==> src/rtl/loop_driver_pkg.sv <==
// loop_driver_pkg: shared state encoding and default sizing for the loop driver dead-time controller.
package loop_driver_pkg;
  localparam int DT_W_DEF = 6;
  localparam int TO_CYC_DEF = 63;
  typedef enum logic [2:0] {
    ST_OFF    = 3'd0,
    ST_DT_TOP = 3'd1,
    ST_TOP    = 3'd2,
    ST_DT_BOT = 3'd3,
    ST_BOT    = 3'd4,
    ST_FLT    = 3'd5
  } state_e;
  function automatic logic is_dt(input state_e s);
    return s == ST_DT_TOP || s == ST_DT_BOT;
  endfunction
endpackage

==> src/rtl/loop_dt_counter.sv <==
// loop_dt_counter: loadable dead-time down-counter that stops at zero and flags it.
module loop_dt_counter #(
  parameter int W = 6
) (
  input  logic         clk,
  input  logic         rst,
  input  logic         load_i,
  input  logic         dec_i,
  input  logic [W-1:0] val_i,
  output logic         zero_o
);
  logic [W-1:0] cnt_q;
  always_ff @(posedge clk)
    if (rst) cnt_q <= '0;
    else if (load_i) cnt_q <= val_i;
    else if (dec_i && cnt_q != '0) cnt_q <= cnt_q - 1'b1;
  assign zero_o = cnt_q == '0;
endmodule

==> src/rtl/loop_driver_deadtime_ctrl.sv <==
// loop_driver_deadtime_ctrl: half-bridge gate sequencer with dead time, feedback interlock and sticky fault.
module loop_driver_deadtime_ctrl
  import loop_driver_pkg::*;
#(
  parameter int DT_W   = DT_W_DEF,
  parameter int TO_CYC = TO_CYC_DEF
) (
  input  logic            CELCLK,
  input  logic            CELRST,
  input  logic            en,
  input  logic            pwm_in,
  input  logic [DT_W-1:0] dt_cfg,
  input  logic            fb_top,
  input  logic            fb_bot,
  input  logic            fault_clr,
  output logic            top_on,
  output logic            bot_on,
  output logic            fault,
  output logic [2:0]      state_o
);
  localparam int TW = $clog2(TO_CYC + 1);
  localparam logic [TW-1:0] TO_MAX = TW'(TO_CYC);
  state_e state_q, state_d;
  logic pwm_q, top_q, bot_q, flt_q, cnt_zero, load, opp_fb, to_run;
  logic [TW-1:0] to_q, to_d;
  always_comb begin
    opp_fb = state_q == ST_DT_TOP ? fb_bot : fb_top;
    state_d = state_q;
    if (state_q == ST_FLT) state_d = (fault_clr && !fb_top && !fb_bot) ? ST_OFF : ST_FLT;
    else if (fb_top && fb_bot) state_d = ST_FLT;
    else if (!en) state_d = ST_OFF;
    else
      case (state_q)
        ST_OFF:    state_d = pwm_q ? ST_DT_TOP : ST_DT_BOT;
        ST_DT_TOP: state_d = to_q == TO_MAX ? ST_FLT : !pwm_q ? ST_DT_BOT :
                             (cnt_zero && !fb_bot) ? ST_TOP : ST_DT_TOP;
        ST_TOP:    state_d = pwm_q ? ST_TOP : ST_DT_BOT;
        ST_DT_BOT: state_d = to_q == TO_MAX ? ST_FLT : pwm_q ? ST_DT_TOP :
                             (cnt_zero && !fb_top) ? ST_BOT : ST_DT_BOT;
        ST_BOT:    state_d = pwm_q ? ST_DT_TOP : ST_BOT;
        default:   state_d = ST_FLT;
      endcase
    load = is_dt(state_d) && state_d != state_q;
    // Timeout only accumulates while waiting in the same dead-time state on a stuck opposite gate.
    to_run = is_dt(state_d) && !load && opp_fb;
    to_d = !to_run ? '0 : to_q == TO_MAX ? to_q : to_q + 1'b1;
  end
  always_ff @(posedge CELCLK)
    if (CELRST) begin
      state_q <= ST_OFF;
      pwm_q   <= 1'b0;
      top_q   <= 1'b0;
      bot_q   <= 1'b0;
      flt_q   <= 1'b0;
      to_q    <= '0;
    end else begin
      state_q <= state_d;
      pwm_q   <= pwm_in;
      top_q   <= state_d == ST_TOP;
      bot_q   <= state_d == ST_BOT;
      flt_q   <= state_d == ST_FLT;
      to_q    <= to_d;
    end
  loop_dt_counter #(.W(DT_W)) u_dt (
    .clk(CELCLK),
    .rst(CELRST),
    .load_i(load),
    .dec_i(is_dt(state_q)),
    .val_i(dt_cfg),
    .zero_o(cnt_zero)
  );
  assign top_on  = top_q;
  assign bot_on  = bot_q;
  assign fault   = flt_q;
  assign state_o = state_q;
endmodule

==> config.mk <==
export PLATFORM = sky130hd
export DESIGN_NAME = loop_driver_deadtime_ctrl
export DESIGN_NICKNAME = d
export VERILOG_FILES = /design/src/rtl/loop_driver_pkg.sv /design/src/rtl/loop_dt_counter.sv /design/src/rtl/loop_driver_deadtime_ctrl.sv
export SDC_FILE = /design/constraint.sdc
export NUM_CORES = 1
export LEC_CHECK = 0
export BUFFER_PORTS_ARGS = -buffer_cell sky130_fd_sc_hd__buf_2
export CORE_ASPECT_RATIO = 0.8
export CORE_MARGIN = 4
export CORE_UTILIZATION = 46
export CTS_CLUSTER_SIZE = 25
export DETAILED_ROUTE_END_ITERATION = 10
export PLACE_DENSITY = 0.73
export SYNTH_ARGS = -nofsm -noshare
export SYNTH_HDL_FRONTEND = slang
export SYNTH_SLANG_ARGS = --single-unit
export TNS_END_PERCENT = 100
==> constraint.sdc <==
create_clock -name CELCLK -period 2.44 [get_ports CELCLK]
set_clock_uncertainty 0.15 [all_clocks]
set_input_delay 0.488 -clock CELCLK [delete_from_list [all_inputs] [get_ports CELCLK]]
set_output_delay 0.488 -clock CELCLK [all_outputs]
set_load 0.05 [all_outputs]
# Word level (Yosys, flattened, before mapping)
# Index checks and enable logic that the tools add are counted.
word_totals:
  elab_cells: 58
  regBits: 19
classes:
  n_bitwise: 1
  eq_ne: 12
  n_mux: 17
  n_addsub: 2
  reduce_logical: 19
op_table:
  columns: ["op", "count"]
  rows:
  - ["$mux 3", 9]
  - ["$pmux 3 s5", 1]
  - ["$eq 3x2->1 const B", 4]
  - ["$eq 3x3->1 const B", 4]
  - ["$mux 6", 2]
  - ["$logic_and 1x1->1", 9]
  - ["$add 6x1->6 const B", 1]
  - ["$eq 3x1->1 const B", 2]
  - ["$eq 6x6->1 const B", 1]
  - ["$logic_not 6->1", 1]
  - ["$mux 2", 3]
  - ["$reduce_bool 6->1", 1]
  - ["$sub 6x1->6 const B", 1]
  - ["$logic_not 1->1", 3]
  - ["$logic_not 3->1", 1]
  - ["$ne 3x3->1", 1]
  - ["$logic_or 1x1->1", 2]
  - ["$mux 1", 2]
  - ["$reduce_bool 2->1", 1]
  - ["$reduce_or 2->1", 1]
  - ["$not 1->1", 1]

# Logic depth before layout (Yosys ltp)
# Gate-level depths: netlist of run 1.
depth:
  depth_word: 17
  depth_mapped: 9
  depth_no_buf: 8

# Hierarchy
# From an unflattened synthesis of run 1, not the netlist that was laid out.
hier_totals:
  cells_unflattened: 129
  area_unflattened_um2: 1141.1
modules_own_cells:
  columns: ["mod", "cells_each", "area_per_inst_um2", "instances"]
  rows:
  - ["loop_driver_deadtime_ctrl", 87, 769.5, 1]
  - ["loop_dt_counter", 42, 371.6, 1]

# Least setup slack after synthesis of run 1
# No wires, ideal clock.
synth_path:
  path_type: "register to register"
  from: "reg state_q[1] (netlist: state_o[1])"
  to: "reg to_q[2]"
  setup_ns: 0.079
  required_time_ns: 2.211
  path_buffers: 2
  slack_ns: -0.289
  stages_incl_launch_ff: 9
  arrival_time_ns: 2.500
  path_cell_list: "dfxtp_1 > buf_2 > nor2b_1 > a221oi_2 > o21ai_0 > a211o_1 > or4b_1 > buf_2 > a211oi_2"
synth_via:
  elab_chain_cells: 13
  elab_cells_between_ends: 21
  classes_between: "eq/ne: 8; mux: 5; bitwise: 1; reduce/logical: 7"
synth_rtl:
  columns: ["item", "line", "text"]
  rows:
  - ["start: declaration", "loop_driver_deadtime_ctrl.sv:23", "state_e state_q, state_d;"]
  - ["start signal: assignment", "loop_driver_deadtime_ctrl.sv:57", "state_q <= state_d;"]
  - ["$eq 3x3->1 (tied with other cells)", "loop_driver_deadtime_ctrl.sv:33", "case (state_q)"]
  - ["$pmux 3 s5", "loop_driver_deadtime_ctrl.sv:33", null]
  - ["$mux 3", "loop_driver_deadtime_ctrl.sv:31", "else if (!en) state_d = ST_OFF;"]
  - ["$mux 3", "loop_driver_deadtime_ctrl.sv:30", "else if (fb_top && fb_bot) state_d = ST_FLT;"]
  - ["$mux 3", "loop_driver_deadtime_ctrl.sv:29", "if (state_q == ST_FLT) state_d = (fault_clr && !fb_top && !fb_bot) ? ST_OFF : ST_FLT;"]
  - ["$eq 3x1->1 or $eq 3x2->1 (tied branches)", "loop_driver_pkg.sv:14", "return s == ST_DT_TOP || s == ST_DT_BOT;"]
  - ["$logic_or 1x1->1", "loop_driver_pkg.sv:14", null]
  - ["$logic_and 1x1->1", "loop_driver_deadtime_ctrl.sv:43", "load = is_dt(state_d) && state_d != state_q;"]
  - ["$logic_not 1->1", "loop_driver_deadtime_ctrl.sv:45", "to_run = is_dt(state_d) && !load && opp_fb;"]
  - ["$logic_and 1x1->1", "loop_driver_deadtime_ctrl.sv:45", null]
  - ["$logic_and 1x1->1 (*)", "loop_driver_deadtime_ctrl.sv:45", null]
  - ["$not 1->1 (no source line) (*)", null, null]
  - ["$reduce_or 2->1 (no source line) (*)", null, null]
  - ["end signal: assignment", "loop_driver_deadtime_ctrl.sv:62", "to_q <= to_d;"]
  - ["end: declaration", "loop_driver_deadtime_ctrl.sv:25", "logic [TW-1:0] to_q, to_d;"]
# Mark *: on every way between the ends. The rest lies on a longest branch, timed or not.
# A chain may end at the register's enable or synchronous reset.

# Final worst setup path of run 1
layout_path:
  from: "reg u_dt.cnt_q[2]"
  to: "reg u_dt.cnt_q[2]"
layout_via:
  elab_chain_cells: 13
  elab_cells_between_ends: 24
  classes_between: "add/sub: 1; eq/ne: 3; mux: 12; reduce/logical: 8"
layout_rtl:
  columns: ["item", "line", "text"]
  rows:
  - ["start: declaration", "loop_dt_counter.sv:12", "logic [W-1:0] cnt_q;"]
  - ["start signal: assignment", "loop_dt_counter.sv:15", "else if (load_i) cnt_q <= val_i;"]
  - ["start signal: assignment", "loop_dt_counter.sv:16", "else if (dec_i && cnt_q != '0) cnt_q <= cnt_q - 1'b1;"]
  - ["$logic_not 6->1", "loop_dt_counter.sv:17", "assign zero_o = cnt_q == '0;"]
  - ["$logic_and 1x1->1 (on tied branches)", "loop_driver_deadtime_ctrl.sv:39, loop_driver_deadtime_ctrl.sv:36", null]
  - ["$mux 3 or $mux 2 (tied branches)", "loop_driver_deadtime_ctrl.sv:39, loop_driver_deadtime_ctrl.sv:36", null]
  - ["$mux 3 or $mux 2 (tied branches)", "loop_driver_deadtime_ctrl.sv:38, loop_driver_deadtime_ctrl.sv:35", null]
  - ["$mux 3 (on tied branches)", "loop_driver_deadtime_ctrl.sv:38, loop_driver_deadtime_ctrl.sv:35", null]
  - ["$pmux 3 s5", "loop_driver_deadtime_ctrl.sv:33", null]
  - ["$mux 3", "loop_driver_deadtime_ctrl.sv:31", null]
  - ["$mux 3", "loop_driver_deadtime_ctrl.sv:30", null]
  - ["$mux 3", "loop_driver_deadtime_ctrl.sv:29", null]
  - ["$eq 3x1->1 or $eq 3x2->1 (tied branches)", "loop_driver_pkg.sv:14", null]
  - ["$logic_or 1x1->1", "loop_driver_pkg.sv:14", null]
  - ["$logic_and 1x1->1", "loop_driver_deadtime_ctrl.sv:43", null]
  - ["$mux 6 or $reduce_bool 2->1 (tied branches)", null, null]
# Parallel ways exist; a longest one is shown, timed or not. The select of a mux whose other input is x is not followed.

==> results of run 1 <==
-- power by group through the flow --
stage	clock (mW)	sequential [mW]	combinational, mW
after floorplan	0	0.391	0.237
after global placement	0	0.377	0.379
after detailed placement	0	0.378	0.388
after CTS	0.176	0.371	0.397
after global routing	0.192	0.386	0.494
final	0.172	0.383	0.462
-- worst max path at each step --
stage                                 endpoint                       start  cells after the start
floorplan                 to_q[2]$_SDFFE_PP0P_       state_o[0]$_SDFF_PP0_                      8
detailed placement  u_dt.cnt_q[5]$_SDFFE_PP0P_                      fb_top                      7
global placement          to_q[2]$_SDFFE_PP0P_                      fb_top                      7
global route              to_q[2]$_SDFFE_PP0P_       state_o[0]$_SDFF_PP0_                      7
CTS                       to_q[2]$_SDFFE_PP0P_        to_q[1]$_SDFFE_PP0P_                      7
finish              u_dt.cnt_q[2]$_SDFFE_PP0P_  u_dt.cnt_q[2]$_SDFFE_PP0P_                      7
-- layout make-up --
class	instances	area, um^2	area share [%]
Multi-Input combinational cell	119	978.4	56.02
Sequential cell	19	399.1	22.85
Timing Repair Buffer	41	262.8	15.04
Tap cell	36	45.04	2.579
Inverter	9	33.78	1.934
Clock buffer	3	22.52	1.289
Clock inverter	1	5.005	0.2865
-- Yosys cell counts, drive strengths merged (2+ instances only) --
cell | instances | area share [%]
a211oi | 13 | 7.9
a31oi | 4 | 1.9
o311ai | 2 | 1.3
a21oi | 5 | 1.9
nor2b | 3 | 1.4
nor2 | 11 | 3.2
buf | 4 | 2.0
a311oi | 3 | 3.4
nor3 | 6 | 2.7
ha | 3 | 2.9
nand2 | 10 | 2.9
xor2 | 3 | 2.0
or3 | 4 | 2.3
nand3b | 2 | 1.2
nand4 | 3 | 1.4
nand2b | 2 | 0.96
mux2i | 3 | 2.3
o21ai | 4 | 1.5
nand3 | 5 | 2.3
o211ai | 3 | 1.7
and2 | 4 | 1.9
inv | 9 | 2.6
dfxtp | 19 | 29
nor4 | 2 | 0.96
a221oi | 2 | 2.3
xnor2 | 3 | 2.0
clkbuf | 2 | 0.58
-- cell families after synthesis --
logic type	Yosys count	synth area share (%)
adders and majority gates	3	2.885
AOI/OAI and AO/OA	47	29.81
muxes	3	2.308
DFF	19	29.23
xor gates and xnor gates	6	4.039
buffers and inverters	15	5.192
and+or+nand+nor	60	26.54
-- worst max-delay path: cells and delay by family (launching register included) --
kind / cells / cell delay [ns]
AO/OA/AOI/OAI: 3 / 0.53
buffers and inverters: 1 / 0.19
flip-flops: 1 / 0.36
AND/OR/NAND/NOR: 3 / 1.08
-- layer usage --
metal  track usage, %  vias to the layer above  wire [um]
met5                0                        -          0
met1            30.79                      678       1726
met3            4.848                       18        344
met4            4.335                        0        128
li1                 -                      660          -
met2            32.87                       80       1922
-- registers in the layout (all words and copies together), names as in the netlist --
register / count
fault: 1
u_dt.cnt_q: 6
top_on: 1
state_o: 3
bot_on: 1
pwm_q: 1
to_q: 6
-- repair_timing --
item | in CTS | in global routing
setup buffers | 0 | 3
pin swaps | 4 | 9
gates resized for setup | 5 | 24
endpoints found under the setup margin | 11 | 12
gates cloned | 0 | 0
-- through the flow --
step	hold slack [ns]	instances	cell area, um^2	setup slack (ns)
after detailed placement	0.4072	221	1570	-0.1737
after CTS	0.2229	225	1614	0.0005986
after global placement	0.3977	221	1570	-0.06725
after floorplan	0.3379	153	1325	-0.05103
final	0.2267	228	1747	0.01052
after global routing	0.2188	228	1747	-0.06767
==> impl_metrics.sql, run 1 <==
INSERT INTO impl_metrics (metric_group, metric, value, unit) VALUES
('run_status', 'status', 'finished clean', ''),
('worst_setup_path', 'worst-setup-path-type', 'reg2reg', ''),
('worst_setup_path', 'critPathLaunchType', 'register', ''),
('placement', 'place.gp.congestion', '1.007', ''),
('power_and_ir_drop', 'internal_power', '620.8', 'uW'),
('sta', 'finalCriticalPeriod', '2.429', 'ns'),
('die', 'initial_standard_cell_utilization_of_the_core', '50.78', '%'),
('clocking', 'cts_sinks', '19', ''),
('die', 'design.portCount', '19', ''),
('sta', 'setup_viol_count_final', '0', ''),
('final_layout', 'final_net_count', '209', ''),
('yosys', 'synth-seq-cells', '19', ''),
('global_routing', 'grtUsageTotal', '21.58', '%'),
('die', 'floorplan.die.width', '67.47', 'um'),
('global_routing', 'remaining_global_route_overflow', '0', ''),
('final_layout', 'insertedDiodeCount', '0', ''),
('worst_setup_path', 'crit_path_max_incr_delay', '0.52', 'ns'),
('global_routing', 'grt_antenna_before_repair', '0', ''),
('final_layout', 'fillers', '222', ''),
('yosys', 'synth_cell_types', '52', ''),
('clocking', 'ctsHtreeMaxLevel', '1', ''),
('hold_path', 'hold_class', 'in2reg', ''),
('route', 'route.antenna.remaining_nets', '0', ''),
('die', 'design.core.area', '2562', 'um^2'),
('final_layout', 'final_cell_mix', '23 x buf_4, 18 x buf_2, 11 x nor2_1', ''),
('yosys', 'asyncSetResetFlopFracSynth', '0', '%'),
('worst_setup_path', 'critical_path.max_fanout', '8', ''),
('power_and_ir_drop', 'totalPowerFinal', '1.016', 'mW'),
('flow_run', 'max_capacitance_violation_count', '0', ''),
('worst_setup_path', 'beginning_of_the_worst_register_to_register_path', 'u_dt.cnt_q[2]$_SDFFE_PP0P_', ''),
('placement', 'count_of_buffers_from_port_buffering', '18', ''),
('worst_setup_path', 'cpMaxStageDelayCell', 'or4_1', ''),
('sta', 'achievable-frequency', '0.4116', 'GHz'),
('final_layout', 'area.growth.synth_to_final', '34.23', '%'),
('global_routing', 'grt_max_degree', '14', ''),
('yosys', 'synth_seq_area_share', '29.23', '%'),
('worst_setup_path', 'reg2reg_slack', '0.01', 'ns'),
('final_layout', 'drive_above_1_share', '42.19', '%'),
('clocking', 'tritoncts.num_buffers', '3', ''),
('hold_path', 'start_point_of_the_worst_hold_path', 'pwm_in', ''),
('sta', 'fin_crit_sh', '99.57', '%'),
('clocking', 'ctsHoldBuffers', '0', ''),
('clocking', 'cts_tree', 'done', ''),
('sta', 'maxSlewHeadroom', '67.16', '%'),
('clocking', 'clk_pin_slew_worst_paths', '0.12', 'ns'),
('power_and_ir_drop', 'switching_power', '395.6', 'uW'),
('yosys', 'syn_nets', '169', ''),
('worst_setup_path', 'worst_reg_to_reg_cells', '7', ''),
('route', 'via_density_per_instance', '6.298', ''),
('power_and_ir_drop', 'max-vdd-ir-drop', '0.4753', 'mV'),
('placement', 'total_half_perimeter_wirelength_after_legalization_and_detailed_placement', '2969', 'um'),
('hold_path', 'timing.hold.worst_path_depth', '2', ''),
('sta', 'totalNegativeSetupSlack', '0', 'ns'),
('worst_setup_path', 'critPathArrivalTime', '2.48', 'ns'),
('final_layout', 'most_common_cell_after_layout_fill_and_taps_aside', 'buf_4', ''),
('power_and_ir_drop', 'share_seq_of_total_power', '37.7', '%'),
('power_and_ir_drop', 'share_clk_of_total_power', '16.9', '%'),
('clocking', 'ctsLongestPathBuffers', '2', ''),
('worst_setup_path', 'worst-endpoint-required', '2.49', 'ns'),
('sta', 'hold_viol', '0', ''),
('die', 'dieHeight', '55.57', 'um'),
('power_and_ir_drop', 'power_density_cells', '581.9', 'nW/um^2'),
('sta', 'unrepaired_setup_endpoints_after_global_routing', 'yes', ''),
('clocking', 'root_buffer_cell', 'clkbuf_4', ''),
('yosys', 'synth.yosys.warnings', '0', ''),
('yosys', 'synth_enable_flop_cells', '0', ''),
('global_routing', 'first_global_vias', '1318', ''),
('die', 'floorplan.die_area', '3749', 'um^2'),
('route', 'detail_route.first_pass.iterations', '4', ''),
('power_and_ir_drop', 'power.combinational.fraction', '45.4', '%'),
('sta', 'worst_pin_slew', '0.4903', 'ns');
No activity file was read; power rests on OpenSTA's default activity.
==> run 2, diff against run 1 <==
CAP_MARGIN = 20   (was unset)
PLACE_DENSITY = 0.74   (was 0.73)
SYNTH_HIERARCHICAL = 1   (was unset)
==> run 2 against run 1 <==
  * The flow now finishes with violations (setup timing)
  * Sequential power is 4% lower
  * Critical endpoint is now u_dt/cnt_q[1]$_SDFFE_PP0P_
  * Global-route usage is 0.94 points lower
  * Flip-flop and latch count stayed put
  * Combinational power is 2% lower
==> impl_metrics.sql, run 2 <==
INSERT INTO impl_metrics (metric_group, metric, value, unit) VALUES
('placement', 'place.gp.congestion', '0.9273', ''),
('route', 'drt-wirelength-per-cell', '17.46', 'um'),
('worst_setup_path', 'worst_reg_to_reg_cells', '13', ''),
('worst_setup_path', 'beginning_of_the_worst_register_to_register_path', 'u_dt/cnt_q[1]$_SDFFE_PP0P_', ''),
('yosys', 'synth_common_cells', '19 x dfxtp_1, 11 x nor2_1, 10 x nor3_1', ''),
('yosys', 'syn_area', '1141', 'um^2'),
('clocking', 'cts_tree', 'done', ''),
('flow_run', 'max_capacitance_violation_count', '0', ''),
('sta', 'setup_viol_count_final', '8', ''),
('die', 'floorplan.die.width', '63.69', 'um'),
('route', 'route.vias.total', '1183', ''),
('die', 'initial_standard_cell_utilization_of_the_core', '50.67', '%'),
('sta', 'postLayoutSetupSlackWorst', '-0.4512', 'ns'),
('hold_path', 'timing.hold.worst_path_depth', '2', ''),
('yosys', 'synth-xor-area-share', '4.605', '%'),
('die', 'design.portCount', '19', ''),
('clocking', 'clk_pin_slew_worst_paths', '0.13', 'ns'),
('yosys', 'yosys-mux-area-fraction', '2.741', '%'),
('route', 'via_density_per_instance', '6.161', ''),
('yosys', 'average_cell_area_after_synthesis', '8.846', 'um^2'),
('yosys', 'synth_seq_area_share', '33.33', '%'),
('power_and_ir_drop', 'internal_power', '617.3', 'uW'),
('sta', 'finalCriticalPeriod', '2.891', 'ns'),
('clocking', 'root_buffer_cell', 'clkbuf_4', ''),
('global_routing', 'grtUsageTotal', '20.63', '%'),
('die', 'floorplan.die_area', '3346', 'um^2'),
('global_routing', 'remaining_global_route_overflow', '0', ''),
('global_routing', 'grt_max_degree', '13', ''),
('power_and_ir_drop', 'share_seq_of_total_power', '36.6', '%'),
('worst_setup_path', 'critPathLaunchType', 'register', ''),
('worst_setup_path', 'worst-endpoint-required', '2.52', 'ns'),
('power_and_ir_drop', 'power_leakage', '0.6142', 'nW'),
('route', 'route.antenna.remaining_nets', '0', ''),
('route', 'detail_route.first_pass.iterations', '4', ''),
('yosys', 'synth-seq-cells', '19', ''),
('yosys', 'netlist_top_cells_area', 'dfxtp_1 33%, xnor2_1 4.6%, nor3_1 4.4%', ''),
('run_status', 'status', 'complete, but fails checks', ''),
('yosys', 'yosys.area_share.simple', '31.03', '%'),
('sta', 'maxSlewHeadroom', '64.58', '%'),
('final_layout', 'fillers', '167', ''),
('yosys', 'synth_top_family_by_area', 'simple AND/OR/NAND/NOR gates', ''),
('route', 'detailedRoute.firstIterationViolations', '102', ''),
('route', 'detail_route.wirelength', '3353', 'um'),
('power_and_ir_drop', 'switching_power', '381.5', 'uW'),
('sta', 'finalHoldWorstSlack', '0.2250', 'ns'),
('sta', 'worst_pin_slew', '0.5239', 'ns'),
('yosys', 'synth.yosys.warnings', '6', ''),
('die', 'dieHeight', '52.55', 'um'),
('global_routing', 'grt_antenna_before_repair', '0', ''),
('worst_setup_path', 'critical_path.max_fanout', '3', ''),
('final_layout', 'total_area_of_multi_input_combinational_cells', '847.1', 'um^2'),
('sta', 'totalNegativeSetupSlack', '-2.104', 'ns'),
('clocking', 'ctsHtreeMaxLevel', '1', ''),
('final_layout', 'final_cell_mix', '18 x buf_2, 18 x buf_4, 17 x dfxtp_1', ''),
('global_routing', 'grt_pass1_wl', '5292', 'um'),
('worst_setup_path', 'worst-setup-path-type', 'reg2reg', ''),
('yosys', 'ys.flop_type', 'dfxtp_1', ''),
('sta', 'final-max-slew-violation-count', '0', ''),
('placement', 'pre_cts_slack', '-0.3034', 'ns'),
('die', 'design.core.area', '2252', 'um^2'),
('placement', 'total_half_perimeter_wirelength_after_legalization_and_detailed_placement', '2269', 'um'),
('final_layout', 'regArea', '382.9', 'um^2'),
('hold_path', 'start_point_of_the_worst_hold_path', 'pwm_in', ''),
('worst_setup_path', 'end_kind', 'register', ''),
('power_and_ir_drop', 'max-vdd-ir-drop', '0.4561', 'mV'),
('worst_setup_path', 'critPathArrivalTime', '2.97', 'ns'),
('yosys', 'synthCells', '129', ''),
('final_layout', 'insertedDiodeCount', '0', ''),
('global_routing', 'first_global_vias', '1088', ''),
('sta', 'achievable-frequency', '0.3459', 'GHz'),
('yosys', 'synth_compound_gate_area_share', '20.39', '%'),
('die', 'placementRows', '15', ''),
('clocking', 'tritoncts.num_buffers', '3', ''),
('sta', 'hold_viol', '0', ''),
('placement', 'count_of_buffers_from_port_buffering', '18', ''),
('yosys', 'synth_cell_types', '41', ''),
('yosys', 'synthAdderAreaFrac', '3.289', '%'),
('hold_path', 'hold_class', 'in2reg', ''),
('final_layout', 'post-route-util', '69.50', '%'),
('hold_path', 'timing.hold.worst_endpoint', 'pwm_q$_SDFF_PP0_', ''),
('worst_setup_path', 'reg2reg_slack', '-0.45', 'ns'),
('sta', 'fin_crit_sh', '118.5', '%'),
('power_and_ir_drop', 'power_density_cells', '638.1', 'nW/um^2'),
('power_and_ir_drop', 'swShare', '38.20', '%'),
('power_and_ir_drop', 'share_clk_of_total_power', '17.9', '%'),
('final_layout', 'final_net_count', '184', ''),
('yosys', 'netlist.top_cell.by_area', 'dfxtp_1', ''),
('clocking', 'clkLatencyLatePin', '0.32', 'ns'),
('clocking', 'ctsLongestPathBuffers', '2', ''),
('run_status', 'violations', 'setup timing', ''),
('yosys', 'syn_nets', '145', ''),
('final_layout', 'area.growth.synth_to_final', '37.17', '%'),
('clocking', 'cts_sinks', '19', ''),
('sta', 'unrepaired_setup_endpoints_after_global_routing', 'yes', ''),
('yosys', 'yosysMostFrequentCell', 'dfxtp_1', ''),
('final_layout', 'final_design_area_no_fill', '1565', 'um^2'),
('route', 'remaining_drc_errors', '0', ''),
('power_and_ir_drop', 'power.combinational.fraction', '45.5', '%'),
('yosys', 'synth_enable_flop_cells', '0', ''),
('final_layout', 'drive_above_1_share', '46.11', '%'),
('placement', 'placement_stage_cell_area', '1411', 'um^2'),
('yosys', 'asyncSetResetFlopFracSynth', '0', '%'),
('worst_setup_path', 'r2r-end', 'u_dt/cnt_q[1]$_SDFFE_PP0P_', ''),
('yosys', 'netlist.area_leader.share', '33.33', '%');
[run 2: final cells by class]
cell class	instances	share of cell area [%]
Clock buffer	3	1.439
Clock inverter	1	0.4796
Inverter	7	1.679
Tap cell	25	1.998
Multi-Input combinational cell	99	54.12
Timing Repair Buffer	38	15.83
Sequential cell	19	24.46
[run 2: repair_timing]
action	CTS	global route
pin swaps	1	8
resized for setup	6	22
setup buffers	2	1
endpoints found under the setup margin	12	13
cloned	0	0
hold buffers	0	0
[run 2: kinds of logic after synthesis]
| group | count (synthesis) |
|---|---|
| adders and majority gates | 3 |
| xor gates and xnor gates | 6 |
| muxes | 3 |
| DFF | 19 |
| AOI/OAI and AO/OA | 29 |
| and+or+nand+nor | 58 |
| buffers and inverters | 11 |
[run 2: through the flow]
step	std cells	total power, mW
after global routing	192	1.052
final	192	0.9988
after CTS	192	0.9491
after global placement	188	0.7484
after floorplan	129	0.6149
after detailed placement	188	0.7627
[run 2: worst max path at each step]
stage	endpoint	start	depth (start not counted)
3_3_place_gp	u_dt/cnt_q[1]$_SDFFE_PP0P_	u_dt/cnt_q[1]$_SDFFE_PP0P_	12
3_5_place_dp	u_dt/cnt_q[1]$_SDFFE_PP0P_	u_dt/cnt_q[1]$_SDFFE_PP0P_	12
6_report	u_dt/cnt_q[1]$_SDFFE_PP0P_	u_dt/cnt_q[1]$_SDFFE_PP0P_	13
5_1_grt	u_dt/cnt_q[1]$_SDFFE_PP0P_	u_dt/cnt_q[1]$_SDFFE_PP0P_	13
2_1_floorplan	u_dt/cnt_q[1]$_SDFFE_PP0P_	u_dt/cnt_q[1]$_SDFFE_PP0P_	12
4_1_cts	u_dt/cnt_q[4]$_SDFFE_PP0P_	u_dt/cnt_q[1]$_SDFFE_PP0P_	13
[run 2: power groups by stage]
stage | logic [mW] | registers [mW] | clock network (mW)
after floorplan | 0.216 | 0.399 | 0
after global placement | 0.379 | 0.369 | 0
after detailed placement | 0.392 | 0.370 | 0
after CTS | 0.405 | 0.364 | 0.180
after global routing | 0.485 | 0.371 | 0.196
final | 0.454 | 0.366 | 0.179
[run 2: worst max-delay path, stage by stage, from the launching register on]
cell       delay [ns]
dfxtp_2          0.35
inv_2            0.07
ha_4             0.14
or4b_4           0.48
nor2_4           0.13
nor4bb_4         0.23
a211oi_2         0.12
a211oi_2         0.21
xnor2_1          0.12
a211oi_2         0.26
inv_2            0.09
o2111ai_1        0.08
o21ai_1          0.11
a311oi_1         0.24
[run 2: layer usage]
metal	vias to the layer above	share of wire, %	global-route usage [%]	wire, um
met2	55	43	29.81	1447
met3	10	8.9	6.438	298
li1	563	-	-	-
met5	-	0	0	0
met1	555	46	28.94	1543
met4	0	1.9	6.452	63
